File: src/rtl/clk_div_pkg.sv
// Shared types and helpers for the multi-channel clock divider.
// Optional phase-sync input is compiled in with CLK_DIV_PHASE_SYNC_EN.
package clk_div_pkg;

  localparam int DIV_W_DEF = 21;

  typedef logic [DIV_W_DEF-1:0] div_t;

  // Channel-select width; a single channel still gets a 1-bit select.
  function automatic int ch_w(input int nch);
    return (nch > 1) ? $clog2(nch) : 1;
  endfunction

endpackage

File: src/rtl/clk_div_ch.sv
// One divider channel: counter, double-buffered divisor, square wave and rise tick.
// CLK_DIV_PHASE_SYNC_EN adds the sync input (clear phase, apply pending now).
module clk_div_ch
  import clk_div_pkg::*;
#(
  parameter int               DIV_W   = DIV_W_DEF,
  parameter logic [DIV_W-1:0] DIV_RST = '0
) (
  input  logic             clkin,
  input  logic             rstn,
  input  logic             en,
  input  logic             wr,
  input  logic [DIV_W-1:0] wr_div,
`ifdef CLK_DIV_PHASE_SYNC_EN
  input  logic             sync,
`endif
  output logic             clkout,
  output logic             rise_tick,
  output logic             pend
);

  logic [DIV_W-1:0] cnt, act, pnd;
  logic [DIV_W-1:0] cnt_n, act_n, pnd_n, eff_d;
  logic             clk_n, pend_n, run, run_q, load;

  always_comb begin
    // A divisor left pending while disabled is taken on the first enabled edge.
    load   = ~run_q & pend;
    eff_d  = load ? pnd : act;
    run    = en && (eff_d != '0);
    cnt_n  = cnt;
    act_n  = act;
    pnd_n  = pnd;
    pend_n = pend;
    clk_n  = clkout;
    if (!run) begin
      cnt_n = '0;
      clk_n = 1'b0;
      if (en && load) begin
        act_n  = pnd;
        pend_n = 1'b0;
      end
      if (wr) begin
        act_n  = wr_div;
        pend_n = 1'b0;
      end
    end
`ifdef CLK_DIV_PHASE_SYNC_EN
    else if (sync) begin
      cnt_n  = '0;
      clk_n  = 1'b0;
      act_n  = wr ? wr_div : (pend ? pnd : act);
      pend_n = 1'b0;
    end
`endif
    else begin
      act_n  = eff_d;
      pend_n = pend & ~load;
      if (cnt < eff_d - DIV_W'(1)) begin
        cnt_n = cnt + DIV_W'(1);
      end else begin
        cnt_n = '0;
        if (pend_n) begin
          // Switching to D=0 parks the output low instead of toggling.
          act_n  = pnd;
          pend_n = 1'b0;
          clk_n  = (pnd != '0) & ~clkout;
        end else begin
          clk_n = ~clkout;
        end
      end
      if (wr) begin
        pnd_n  = wr_div;
        pend_n = 1'b1;
      end
    end
  end

  always_ff @(posedge clkin) begin
    if (!rstn) begin
      cnt       <= '0;
      act       <= DIV_RST;
      pnd       <= DIV_RST;
      pend      <= 1'b0;
      clkout    <= 1'b0;
      rise_tick <= 1'b0;
      run_q     <= 1'b0;
    end else begin
      cnt       <= cnt_n;
      act       <= act_n;
      pnd       <= pnd_n;
      pend      <= pend_n;
      clkout    <= clk_n;
      rise_tick <= clk_n & ~clkout;
      run_q     <= run;
    end
  end

endmodule

File: src/rtl/clk_div_multi.sv
// NCH-channel programmable clock divider for the sound path.
// CLK_DIV_PHASE_SYNC_EN adds a global sync input that phase-aligns all channels.
module clk_div_multi
  import clk_div_pkg::*;
#(
  parameter int               NCH     = 4,
  parameter int               DIV_W   = DIV_W_DEF,
  parameter logic [DIV_W-1:0] DIV_RST = '0,
  localparam int              CH_W    = ch_w(NCH)
) (
  input  logic             clkin,
  input  logic             rstn,
  input  logic [NCH-1:0]   en,
  input  logic             wr_en,
  input  logic [CH_W-1:0]  wr_ch,
  input  logic [DIV_W-1:0] wr_div,
`ifdef CLK_DIV_PHASE_SYNC_EN
  input  logic             sync,
`endif
  output logic [NCH-1:0]   clkout,
  output logic [NCH-1:0]   rise_tick,
  output logic [NCH-1:0]   pend
);

  logic [NCH-1:0] wr_sel;

  // Out-of-range selects match no lane and are dropped.
  always_comb begin
    wr_sel = '0;
    for (int i = 0; i < NCH; i++)
      wr_sel[i] = wr_en && (32'(wr_ch) == 32'(i));
  end

  for (genvar i = 0; i < NCH; i++) begin : g_ch
    clk_div_ch #(
      .DIV_W   (DIV_W),
      .DIV_RST (DIV_RST)
    ) u_ch (
      .clkin     (clkin),
      .rstn      (rstn),
      .en        (en[i]),
      .wr        (wr_sel[i]),
      .wr_div    (wr_div),
`ifdef CLK_DIV_PHASE_SYNC_EN
      .sync      (sync),
`endif
      .clkout    (clkout[i]),
      .rise_tick (rise_tick[i]),
      .pend      (pend[i])
    );
  end

endmodule

File: config.mk
export PLATFORM = sky130hd
export DESIGN_NAME = clk_div_multi
export DESIGN_NICKNAME = d
export VERILOG_FILES = /design/src/rtl/clk_div_pkg.sv /design/src/rtl/clk_div_ch.sv /design/src/rtl/clk_div_multi.sv
export SDC_FILE = /design/constraint.sdc
export NUM_CORES = 1
export LEC_CHECK = 0
export ABC_AREA = 0
export BUFFER_PORTS_ARGS = -buffer_cell sky130_fd_sc_hd__buf_2
export CORE_MARGIN = 2
export CORE_UTILIZATION = 58
export CTS_CLUSTER_SIZE = 8
export DETAILED_ROUTE_END_ITERATION = 16
export GPL_TIMING_DRIVEN = 1
export MAX_ROUTING_LAYER = met4
export PLACE_DENSITY = 0.84
export REMOVE_ABC_BUFFERS = 1
export SLEW_MARGIN = 0
export SYNTH_ARGS = -nofsm -noshare
export SYNTH_HDL_FRONTEND = slang
export SYNTH_SLANG_ARGS = --single-unit
File: constraint.sdc
create_clock -name clkin -period 9.9 [get_ports clkin]
set_clock_uncertainty 0.1 [all_clocks]
set_input_delay 0.99 -clock clkin [delete_from_list [all_inputs] [get_ports clkin]]
set_output_delay 0.99 -clock clkin [all_outputs]
set_load 0.005 [all_outputs]
Yosys cells after proc, flatten, opt, wreduce, memory -nomap -nowiden:

Index checks and enable logic that the tools add are counted.

* flip-flop bits (word level): 268
* latch bits: 0
* bits in writable memories: 0
* memory bits (read-only): 0
* bits of input ports: 30
* output and inout port bits: 12
* logic and storage cells: 160
* memories kept: 0

* add/sub/neg operators: 8
* $mul: 0
* divide/modulo/power cells: 0
* magnitude comparators: 4
* equal/unequal tests: 3
* shift operators: 0
* mux-type cells: 56
* bitwise logic cells: 28
* reduce and logical (&&, ||, !) cells: 33

Operator list (number)
* 21-bit two-way mux: 24
* 21-bit nonzero test: 8
* 21-bit by 1-bit adder with 21-bit output (second input constant): 4
* 21-bit < comparator: 4
* 21-bit by 1-bit subtractor with 21-bit output (second input constant): 4
* 1-bit two-way mux: 32
* 1-bit bitwise AND: 16
* 1-bit logical AND: 12
* 1-bit NOT: 12
* 3-bit AND reduction: 4
* 3-bit nonzero test: 4
* 2-bit AND reduction: 4
* 2-bit equality test (second input constant): 2
* 2-bit by 1-bit equality test with 1-bit output (second input constant): 1
* 2-bit zero test: 1

Depth between registers and ports, before layout:

Gate-level depths: netlist of the first run.

* depth after elaboration: 8
* gate-level depth with buffers: 23
* gate-level depth less buffers: 17

Hierarchy:

A second synthesis of the first run with hierarchy kept.

* cell total of the unflattened synthesis: 2282
* area, all modules: 18464.0 um^2

Modules (own cells, without submodules)
* clk_div_ch at g_ch[1].u_ch ...: times used 2, cells an instance 596, area an instance 4685.7 um^2, seq. area each 1341.3 um^2
* clk_div_ch at g_ch[0].u_ch: times used 1, cells an instance 576, area an instance 4647.0 um^2, seq. area each 1341.3 um^2
* clk_div_ch at g_ch[3].u_ch: times used 1, cells an instance 510, area an instance 4408.0 um^2, seq. area each 1341.3 um^2
* clk_div_multi: times used 1, cells an instance 4, area an instance 37.5 um^2, seq. area each 0.0 um^2

Worst setup path before layout of the first run:

Ideal clock, no wire load.

* path kind: register to register
* start point: register g_ch[1].u_ch.pend
* end point: register g_ch[1].u_ch.act[10]
* setup time: 0.119 ns
* arrival time: 4.889 ns
* required time: 9.681 ns
* setup slack: 4.792 ns
* cell stages (with the launch flop): 23
* path buffers: 5
* clock period less this slack: 5.108 ns
* cell sequence: dfxtp_1 nor2b_2 buf_6 buf_4 buf_1 buf_1 mux2i_1 ha_1 o211ai_1 nor4_1 nand2_1 nor2_1 xor2_1 mux2i_1 ha_1 and2_0 a221o_1 a221oi_1 o21ai_0 o21ai_1 o211ai_2 buf_4 o221a_2

* word-level cells in the longest chain between the ends: 6
* elaborated cells between the ends (all ways): 13
* those cells by class: add/sub (1); order compare (1); mux (4); bitwise (3); reduce/logical (4)

RTL lines
* from (decl): line clk_div_ch.sv:19 `output logic pend`
* from (signal assigned): line clk_div_ch.sv:92 `pend <= pend_n;`
* 1-bit bitwise AND: line clk_div_ch.sv:28 `load = ~run_q & pend;`
* 21-bit two-way mux / 1-bit NOT (equally long branches): line clk_div_ch.sv:29, clk_div_ch.sv:58
* 21-bit by 1-bit subtractor with 21-bit output / 1-bit bitwise AND (equally long branches): line clk_div_ch.sv:59, clk_div_ch.sv:58
* 21-bit < comparator / 21-bit two-way mux (equally long branches): line clk_div_ch.sv:59, clk_div_ch.sv:63
* 21-bit two-way mux: line clk_div_ch.sv:59 `if (cnt < eff_d - DIV_W'(1)) begin`
* 21-bit two-way mux: line clk_div_ch.sv:36 `if (!run) begin`
* to (signal assigned): line clk_div_ch.sv:90 `act <= act_n;`
* to (decl): line clk_div_ch.sv:22 `logic [DIV_W-1:0] cnt, act, pnd;`

Parallel ways exist; a longest one is shown, timed or not.
A chain may end at the register's enable or synchronous reset.

Worst setup path in the final report of the first run:

* start point: register g_ch[1].u_ch.pend
* end point: register g_ch[1].u_ch.act[20]

The elaborated chain is that of the path after synthesis.

==> flow_summary.json, run 1 <==
{
  "status": "complete, no violations",
  "setup_viol": 0,
  "synth_cell_types": 79,
  "synth_compound_area_frac": 0.148,
  "drive_gt1_frac": 0.0970,
  "total_power_mw": 3.06,
  "synth.largest_area_cell": "dfxtp_1",
  "drv_cap": 0,
  "viasPerCell": 6.16,
  "critPathTopFamily": "compound AO/OA/AOI/OAI gates",
  "place_area_um2": 16400,
  "cts-resized-gates": 0,
  "hpwlAfterDp_um": 27800,
  "powerDensity_nw_per_um2": 175,
  "hp-class": "reg -> reg",
  "area_delta_synth_final_pct": 7.38,
  "n_fill_cell": 2260,
  "cp_max_fo": 38,
  "muxShareOfSynthArea": 0.104,
  "synth-main-ff-cell": "dfxtp_1",
  "synth_top_cells_by_area": "dfxtp_1 33%, mux2i_1 9.5%, nor2_1 7.3%, ha_1 6.8%, xor2_1 5.0%",
  "fp.dieH_um": 171,
  "grt_usage": 0.286,
  "antenna_left": 0,
  "path_cells": "nor2b_4 -> mux2i_1 -> ha_1 -> o211ai_1 -> nor4_1 -> nand2_1 -> nor2_1 -> xor2_1 -> mux2i_1 -> ha_1 -> and2_0 -> a221o_1 -> a221oi_1 -> o21ai_0 -> o21ai_1 -> o22a_1 -> o221a_2",
  "diodes": 0,
  "rsz0062_at_grt": "no",
  "worstSetupEndpointType": "register",
  "ys_warn_count": 0,
  "period_needed_ps": 5890,
  "critPathSlowestCell": "nor2b_4",
  "clk_pin_slew_ps": 50,
  "synth_most_common_cell": "nor2_1",
  "crit_required_ps": 10260,
  "fin_crit_sh": 0.595,
  "crit_type": "reg -> reg",
  "drtIter0Drc": 1278,
  "antenna_found_initial": 0,
  "final_nets": 2043,
  "clk-insertion-delay-late_ps": 540,
  "synth_edf_count": 0,
  "cts_tree": "done",
  "globalRoute.totalOverflow": 0,
  "h-tree-depth": 2,
  "holdPathStages": 1,
  "start_util": 0.587,
  "numClockSinks": 268,
  "grt_max_degree": 87,
  "final_area_um2": 17500,
  "wl_per_cell_um": 17.8,
  "critPathLaunchType": "register",
  "synthArstFlopShare": 0,
  "syn_inst": 1957,
  "synth-xor-area-share": 0.0894,
  "ios": 42,
  "root_buffer": "clkbuf_16",
  "grt_pass1_wl_um": 67200,
  "yosys.area_share.simple": 0.210,
  "path_depth": 17,
  "post_cts_buffers": 0,
  "max_freq_ghz": 0.170,
  "ys_ff_latch": 268,
  "cts.path.max_buffers": 3,
  "routed_wl_um": 41000,
  "drtPass1Iterations": 6,
  "drc_errors": 0,
  "crit_arrival_ps": 6260,
  "final.setup.tns_ps": 0,
  "gp_congestion": 0.935,
  "synth_common_cells": "315 x nor2_1, 268 x dfxtp_1, 197 x nand2_1",
  "slew_violations": 0,
  "synth_top_family_by_area": "simple AND/OR/NAND/NOR gates",
  "peakVddDrop_v": 0.000139,
  "cts_buffers": 39,
  "postCtsHoldBufs": 0,
  "dieArea_um2": 29400,
  "grt_pass1_vias": 13455,
  "reg2reg_depth": 17,
  "yosysSeqAreaShare": 0.330,
  "port-buffer-count": 41,
  "syn_area_um2": 16300,
  "num_rows": 61,
  "postSynthAreaPerCell_um2": 8.31,
  "maxSlewHeadroom": 0.328,
  "coreArea_um2": 27700,
  "synth_adder_area_share": 0.0677,
  "power.leakage_nw": 6.71,
  "max_stage_delay_ps": 870,
  "die_w_um": 171,
  "yosysTopAreaCellShare": 0.330,
  "worst_slew_pin_slew_ps": 1010,
  "finalHoldViolations": 0,
  "cp_num_buf_inv": 0,
  "num_vias": 14198
}
==> per-layer routing <==
metal,track usage,part of all wire,wire length (um)
met3,0.0430,0.070,2860
met1,0.362,0.43,17500
met2,0.470,0.47,19300
met5,-,0,0
met4,0.0962,0.031,1270
==> stage by stage <==
| step | hold WS [ps] | cells | setup slack, ps | utilization |
|---|---|---|---|---|
| floorplan | 326 | 1826 | 3670 | - |
| detailed placement | 350 | 2262 | 4070 | 0.592 |
| CTS | 367 | 2305 | 4050 | 0.631 |
| finish | 367 | 2305 | 4010 | 0.631 |
| global placement | 343 | 2262 | 4350 | 0.592 |
| global route | 398 | 2305 | 3530 | 0.631 |
==> flip-flops by register name, indices dropped and copies added, names as in the netlist <==
name,count
g_ch.u_ch.cnt,84
g_ch.u_ch.pnd,84
g_ch.u_ch.act,84
g_ch.u_ch.run_q,4
g_ch.u_ch.pend,4
g_ch.u_ch.clkout,4
g_ch.u_ch.rise_tick,4
==> final cells by class <==
type | count | area (um2) | area share
Multi-Input combinational cell | 1518 | 10100 | 0.577
Sequential cell | 268 | 5370 | 0.307
Clock buffer | 39 | 976 | 0.0559
Tap cell | 378 | 473 | 0.0271
Timing Repair Buffer | 58 | 333 | 0.0191
Inverter | 40 | 150 | 0.00859
Clock inverter | 4 | 85.1 | 0.00487
==> logic make-up after synthesis <==
family                   Yosys count
flip-flops                       268
XOR/XNOR                         166
multiplexers                     167
AO/OA/AOI/OAI                    347
AND/OR/NAND/NOR                  750
adder cells (fa/ha/maj)           88
buffers and inverters            171
==> final timing paths <==
check / slack (ps) / startpoint / endpoint
setup / recovery: 4010 / g_ch[1].u_ch.pend / g_ch[1].u_ch.act[20]
hold / removal: 370 / g_ch[1].u_ch.cnt[0] / g_ch[1].u_ch.cnt[0]
setup reg to reg: 4010 / g_ch[1].u_ch.pend / g_ch[1].u_ch.act[20]
hold reg to reg: 370 / g_ch[1].u_ch.cnt[0] / g_ch[1].u_ch.cnt[0]
==> layout by cell type, fill, tap and decap left out, types with 9 or more instances in the layout <==
cell / n
xnor2_1: 73
nor2_1: 315
buf_2: 41
dfxtp_1: 268
inv_1: 38
a32oi_1: 21
mux2i_1: 155
mux2_2: 11
nand4_1: 38
o21ai_1: 15
and3_1: 24
nor4_1: 19
clkbuf_16: 39
nand3_1: 52
nand2_1: 197
a21oi_1: 97
xor2_1: 93
ha_1: 88
o221a_2: 43
buf_4: 17
nor3_1: 36
or3_1: 9
o21a_1: 22
a31oi_1: 24
o21ai_0: 69
==> power breakdown <==
group / internal (mW) / total, mW / switching (mW)
Combinational: 0.276 / 0.691 / 0.415
Clock: 0.724 / 1.20 / 0.476
Sequential: 1.12 / 1.17 / 0.0464
Note: power is estimated with default switching activity, not from simulation.
==> inputs of run 2 (changes only) <==
==> constraint.sdc (replaced) <==
create_clock -name clkin -period 6.18 [get_ports clkin]
set_clock_uncertainty 0.1 [all_clocks]
set_input_delay 0.618 -clock clkin [delete_from_list [all_inputs] [get_ports clkin]]
set_output_delay 0.618 -clock clkin [all_outputs]
set_load 0.005 [all_outputs]
==> run 2 against run 1 <==
Compared with the run above:
- final cell count hardly changed
- utilization is essentially flat
- highest routed layer unchanged
- global-route usage is 0.50 points higher
- cell area hardly changed
- die area unchanged
- power increased by 61%
- combinational power increased by 62%
- count of clock-buffer cells in the layout up 1
- sequential power increased by 60%
- first-iteration DRC count shrank 2.4%
==> flow_summary.json, run 2 (synthesis gave the netlist of run 1 again) <==
{
  "status": "complete, no violations",
  "globalRoute.totalOverflow": 0,
  "crit_required_ps": 6540,
  "rsz0062_at_grt": "no",
  "final_cell_mix": "315 x nor2_1, 268 x dfxtp_1, 197 x nand2_1, 155 x mux2i_1, 97 x a21oi_1",
  "drtPass1Iterations": 6,
  "cts-resized-gates": 0,
  "cp_max_fo": 25,
  "fin_crit_sh": 0.874,
  "diodes": 0,
  "cp-startpoint": "g_ch[1].u_ch.pend",
  "wl_per_cell_um": 17.8,
  "numClockSinks": 268,
  "clk-insertion-delay-late_ps": 530,
  "crit_arrival_ps": 5760,
  "final_common_cell": "nor2_1",
  "critPathCapture": "g_ch[1].u_ch.act[13]",
  "grt_pass1_wl_um": 68000,
  "drv_cap": 0,
  "num_rows": 61,
  "drive_gt1_frac": 0.0980,
  "worstSetupEndpointType": "register",
  "viasPerCell": 6.09,
  "cts_tree": "done",
  "port-buffer-count": 41,
  "num_vias": 14059,
  "place_area_um2": 16400,
  "die_w_um": 171,
  "fp.dieH_um": 171,
  "reg2reg_slack_ps": 780,
  "h-tree-depth": 2,
  "hp-class": "in -> reg",
  "crit_type": "reg -> reg",
  "coreArea_um2": 27700,
  "ios": 42,
  "place_inst": 2264,
  "post_cts_buffers": 0,
  "grt_usage": 0.291,
  "r2r-end": "g_ch[1].u_ch.act[13]",
  "n_fill_cell": 2274,
  "min_from": "wr_div[3]",
  "worst_slew_pin_slew_ps": 1020,
  "clk_pin_slew_ps": 50,
  "drc_errors": 0,
  "hpwlAfterDp_um": 28100,
  "reg2reg_depth": 16,
  "critPathLaunchType": "register",
  "dieArea_um2": 29400,
  "postCtsHoldBufs": 0,
  "grt_max_degree": 87,
  "final_nets": 2045,
  "top_regs": "g_ch.u_ch.act: 84 flops, g_ch.u_ch.cnt: 84 flops, g_ch.u_ch.pnd: 84 flops",
  "root_buffer": "clkbuf_16",
  "final.setup.tns_ps": 0,
  "period_needed_ps": 5400,
  "maxSlewHeadroom": 0.317,
  "max_freq_ghz": 0.185,
  "finalHoldViolations": 0,
  "hold_slack_ps": 349,
  "start_util": 0.587,
  "cts.path.max_buffers": 3,
  "routed_wl_um": 41200,
  "grt_pass1_vias": 13569,
  "peakVddDrop_v": 0.000247,
  "cts_buffers": 39,
  "gp_congestion": 0.999,
  "rr_startpoint": "g_ch[1].u_ch.pend",
  "final_area_um2": 17500,
  "antenna_found_initial": 0,
  "slew_violations": 0,
  "area_delta_synth_final_pct": 7.44,
  "powerDensity_nw_per_um2": 281,
  "power.leakage_nw": 6.72,
  "setup_viol": 0,
  "drtIter0Drc": 1247,
  "fin_cells": 2307,
  "antenna_left": 0
}
## run 2: cell count changes in the layout (fill, tap and decap cells not counted)
cell	delta
buf_4	+2
clkbuf_16	+1
clkinv_16	-1
## run 2: how the worst min path moves through the flow
stage	endpoint	cells after the start	slack (ps)
2_1_floorplan	g_ch[1].u_ch.cnt[0]	1	330
3_3_place_gp	g_ch[1].u_ch.cnt[0]	1	340
3_5_place_dp	g_ch[0].u_ch.act[19]	2	360
4_1_cts	g_ch[3].u_ch.pnd[6]	3	340
5_1_grt	g_ch[3].u_ch.pnd[7]	3	370
6_report	g_ch[3].u_ch.pnd[3]	3	350
## run 2: worst max-delay path, cell delays in order (launching register included)
cell and delay [ps]:
dfxtp_1 420, nor2b_4 460, buf_4 410, mux2_2 440, nor4_1 480, nand2_1 130
nor2_1 140, xor2_1 160, mux2i_1 110, ha_1 310, and2_0 160, a221o_1 300
a221oi_1 230, o21ai_0 190, o21ai_1 250, o22a_1 710, o221a_2 310
## run 2: layer usage
metal  up-vias  wire length [um]  track usage
met5         -                 0            -
met4         0              1350        0.104
met3       109              2330       0.0377
met2       490             19500        0.483
met1      6636             18000        0.365
li1       6824                 -            -
## run 2: final cells by class
cell class              instances  area, um2  area share
inverters                      40        150     0.00859
repair buffers                 60        348      0.0199
flip-flops and latches        268       5370       0.307
clock inverters                 3       55.1     0.00315
well taps                     378        473      0.0271
clock buffers                  40       1000      0.0573
multi-input cells            1518      10100       0.577
## run 2: metrics by stage
step | setup WS [ps] | total power, mW | utilization
after floorplan | -45.9 | 2.70 | -
after global placement | 901 | 2.95 | 0.593
after CTS | 793 | 4.93 | 0.631
final | 779 | 4.92 | 0.631
after global routing | 315 | 5.14 | 0.631
after detailed placement | 857 | 3.00 | 0.593
## run 2: report_power, final
group / switching (mW) / leakage [nW] / internal, mW
logic: 0.678 / 4.02 / 0.443
clock network: 0.750 / 0.518 / 1.18
registers: 0.0737 / 2.17 / 1.80
==> inputs of run 3 (changes only) <==
--- a/config.mk
+++ b/config.mk
@@ -7,8 +7,9 @@
 export LEC_CHECK = 0
 export ABC_AREA = 0
 export BUFFER_PORTS_ARGS = -buffer_cell sky130_fd_sc_hd__buf_2
-export CORE_MARGIN = 2
+export CORE_MARGIN = 3
 export CORE_UTILIZATION = 58
+export CTS_BUF_LIST = sky130_fd_sc_hd__clkbuf_8
 export CTS_CLUSTER_SIZE = 8
 export DETAILED_ROUTE_END_ITERATION = 16
 export GPL_TIMING_DRIVEN = 1
==> run 3 against run 2 <==
Compared with the run above:
- non-clock buffer count unchanged
- die area rose by 2.3%
- critical path type unchanged
- cell area fell by 1.2%
- largest cell class unchanged
==> flow_summary.json, run 3 (synthesis gave the netlist of run 1 again) <==
{
  "start_util": 0.597,
  "num_vias": 14053,
  "gp_congestion": 0.947,
  "crit_type": "reg -> reg",
  "worstSetupEndpointType": "register",
  "maxSlewHeadroom": 0.350,
  "h-tree-depth": 2,
  "globalRoute.totalOverflow": 0,
  "cts.path.max_buffers": 3,
  "dieArea_um2": 30100,
  "peakVddDrop_v": 0.000203,
  "grt_usage": 0.267,
  "layout_setup_ws_ps": 767,
  "pre_cts_ws_ps": 879,
  "rsz0062_at_grt": "no",
  "critPathSlowestCell": "o22a_1",
  "max_stage_delay_ps": 730,
  "area_delta_synth_final_pct": 6.18,
  "setup_viol": 0,
  "fin_cells": 2331,
  "drtPass1Iterations": 6,
  "grt_pass1_vias": 13423,
  "total_power_mw": 4.52,
  "viasPerCell": 6.03,
  "crit_arrival_ps": 5810,
  "powerDensity_nw_per_um2": 262,
  "path_cells": "nor2b_4 -> mux2i_1 -> ha_1 -> o211ai_1 -> nor4_1 -> nand2_1 -> nor2_1 -> xor2_1 -> mux2i_1 -> ha_1 -> and2_0 -> a221o_1 -> a221oi_1 -> o21ai_0 -> o21ai_1 -> o22a_1 -> o221a_2",
  "final_nets": 2051,
  "diodes": 0,
  "clk_pin_slew_ps": 60,
  "coreArea_um2": 27300,
  "period_needed_ps": 5410,
  "status": "complete, no violations",
  "wl_per_cell_um": 17.3,
  "numClockSinks": 268,
  "post_cts_buffers": 0,
  "hpwlAfterDp_um": 28100,
  "power.leakage_nw": 6.69,
  "ios": 42,
  "drc_errors": 0,
  "final_cell_mix": "315 x nor2_1, 268 x dfxtp_1, 197 x nand2_1, 155 x mux2i_1, 97 x a21oi_1",
  "critPathLaunchType": "register",
  "antenna_left": 0,
  "fin_crit_sh": 0.876,
  "final_area_um2": 17300,
  "n_fill_cell": 2262,
  "antenna_found_initial": 0,
  "post-route-util": 0.634,
  "postCtsHoldBufs": 0,
  "clk-insertion-delay-late_ps": 550,
  "place_area_um2": 16400,
  "cts_buffers": 45,
  "die_w_um": 173,
  "place_inst": 2258,
  "crit_required_ps": 6580,
  "root_buffer": "clkbuf_8",
  "max_freq_ghz": 0.185,
  "finalHoldViolations": 0,
  "drive_gt1_frac": 0.105,
  "hold_slack_ps": 316,
  "cp_max_fo": 21,
  "grt_pass1_wl_um": 66400,
  "cts-resized-gates": 0,
  "fp.dieH_um": 173,
  "drtIter0Drc": 1213,
  "cts_tree": "done",
  "drv_cap": 0,
  "worst_slew_pin_slew_ps": 975,
  "num_rows": 60,
  "routed_wl_um": 40300,
  "grt_max_degree": 87,
  "final.setup.tns_ps": 0,
  "top_regs": "g_ch.u_ch.act: 84 flops, g_ch.u_ch.cnt: 84 flops, g_ch.u_ch.pnd: 84 flops",
  "slew_violations": 0,
  "final_common_cell": "nor2_1",
  "hp-class": "in -> reg",
  "port-buffer-count": 41
}
[run 3: worst max-delay path: cells and delay by family, from the launching register on]
kind            cells  cell delay, ps
compound gates      7            2150
xor+xnor            1             150
fa+ha+maj           2             510
flops               1             430
mux                 2             400
simple gates        5            1590
[run 3: power breakdown]
group,switching (mW),internal [mW]
combinational,0.668,0.443
clock,0.706,0.837
sequential,0.0726,1.79
total,1.45,3.07
[run 3: worst paths after layout]
path	startpoint	endpoint	slack (ps)	cells after the start
setup / recovery	g_ch[1].u_ch.pend	g_ch[1].u_ch.act[18]	770	17
hold reg to reg	g_ch[0].u_ch.act[19]	g_ch[0].u_ch.act[19]	370	2
hold / removal	wr_div[19]	g_ch[3].u_ch.pnd[19]	320	3
setup reg to reg	g_ch[1].u_ch.pend	g_ch[1].u_ch.act[18]	770	17
[run 3: cell type report]
| class | count | area, um2 | area share |
|---|---|---|---|
| Sequential cell | 268 | 5370 | 0.311 |
| Tap cell | 372 | 465 | 0.0269 |
| Clock inverter | 18 | 103 | 0.00594 |
| Multi-Input combinational cell | 1518 | 10100 | 0.584 |
| Inverter | 40 | 150 | 0.00869 |
| Timing Repair Buffer | 60 | 348 | 0.0201 |
| Clock buffer | 55 | 757 | 0.0438 |
[run 3: layer usage]
layer  share of wire  up-vias  GRT usage
met3           0.061       99     0.0442
met1            0.43     6615      0.330
met5               0        -          -
li1                -     6867          -
met4           0.032        0     0.0997
met2            0.48      472      0.439
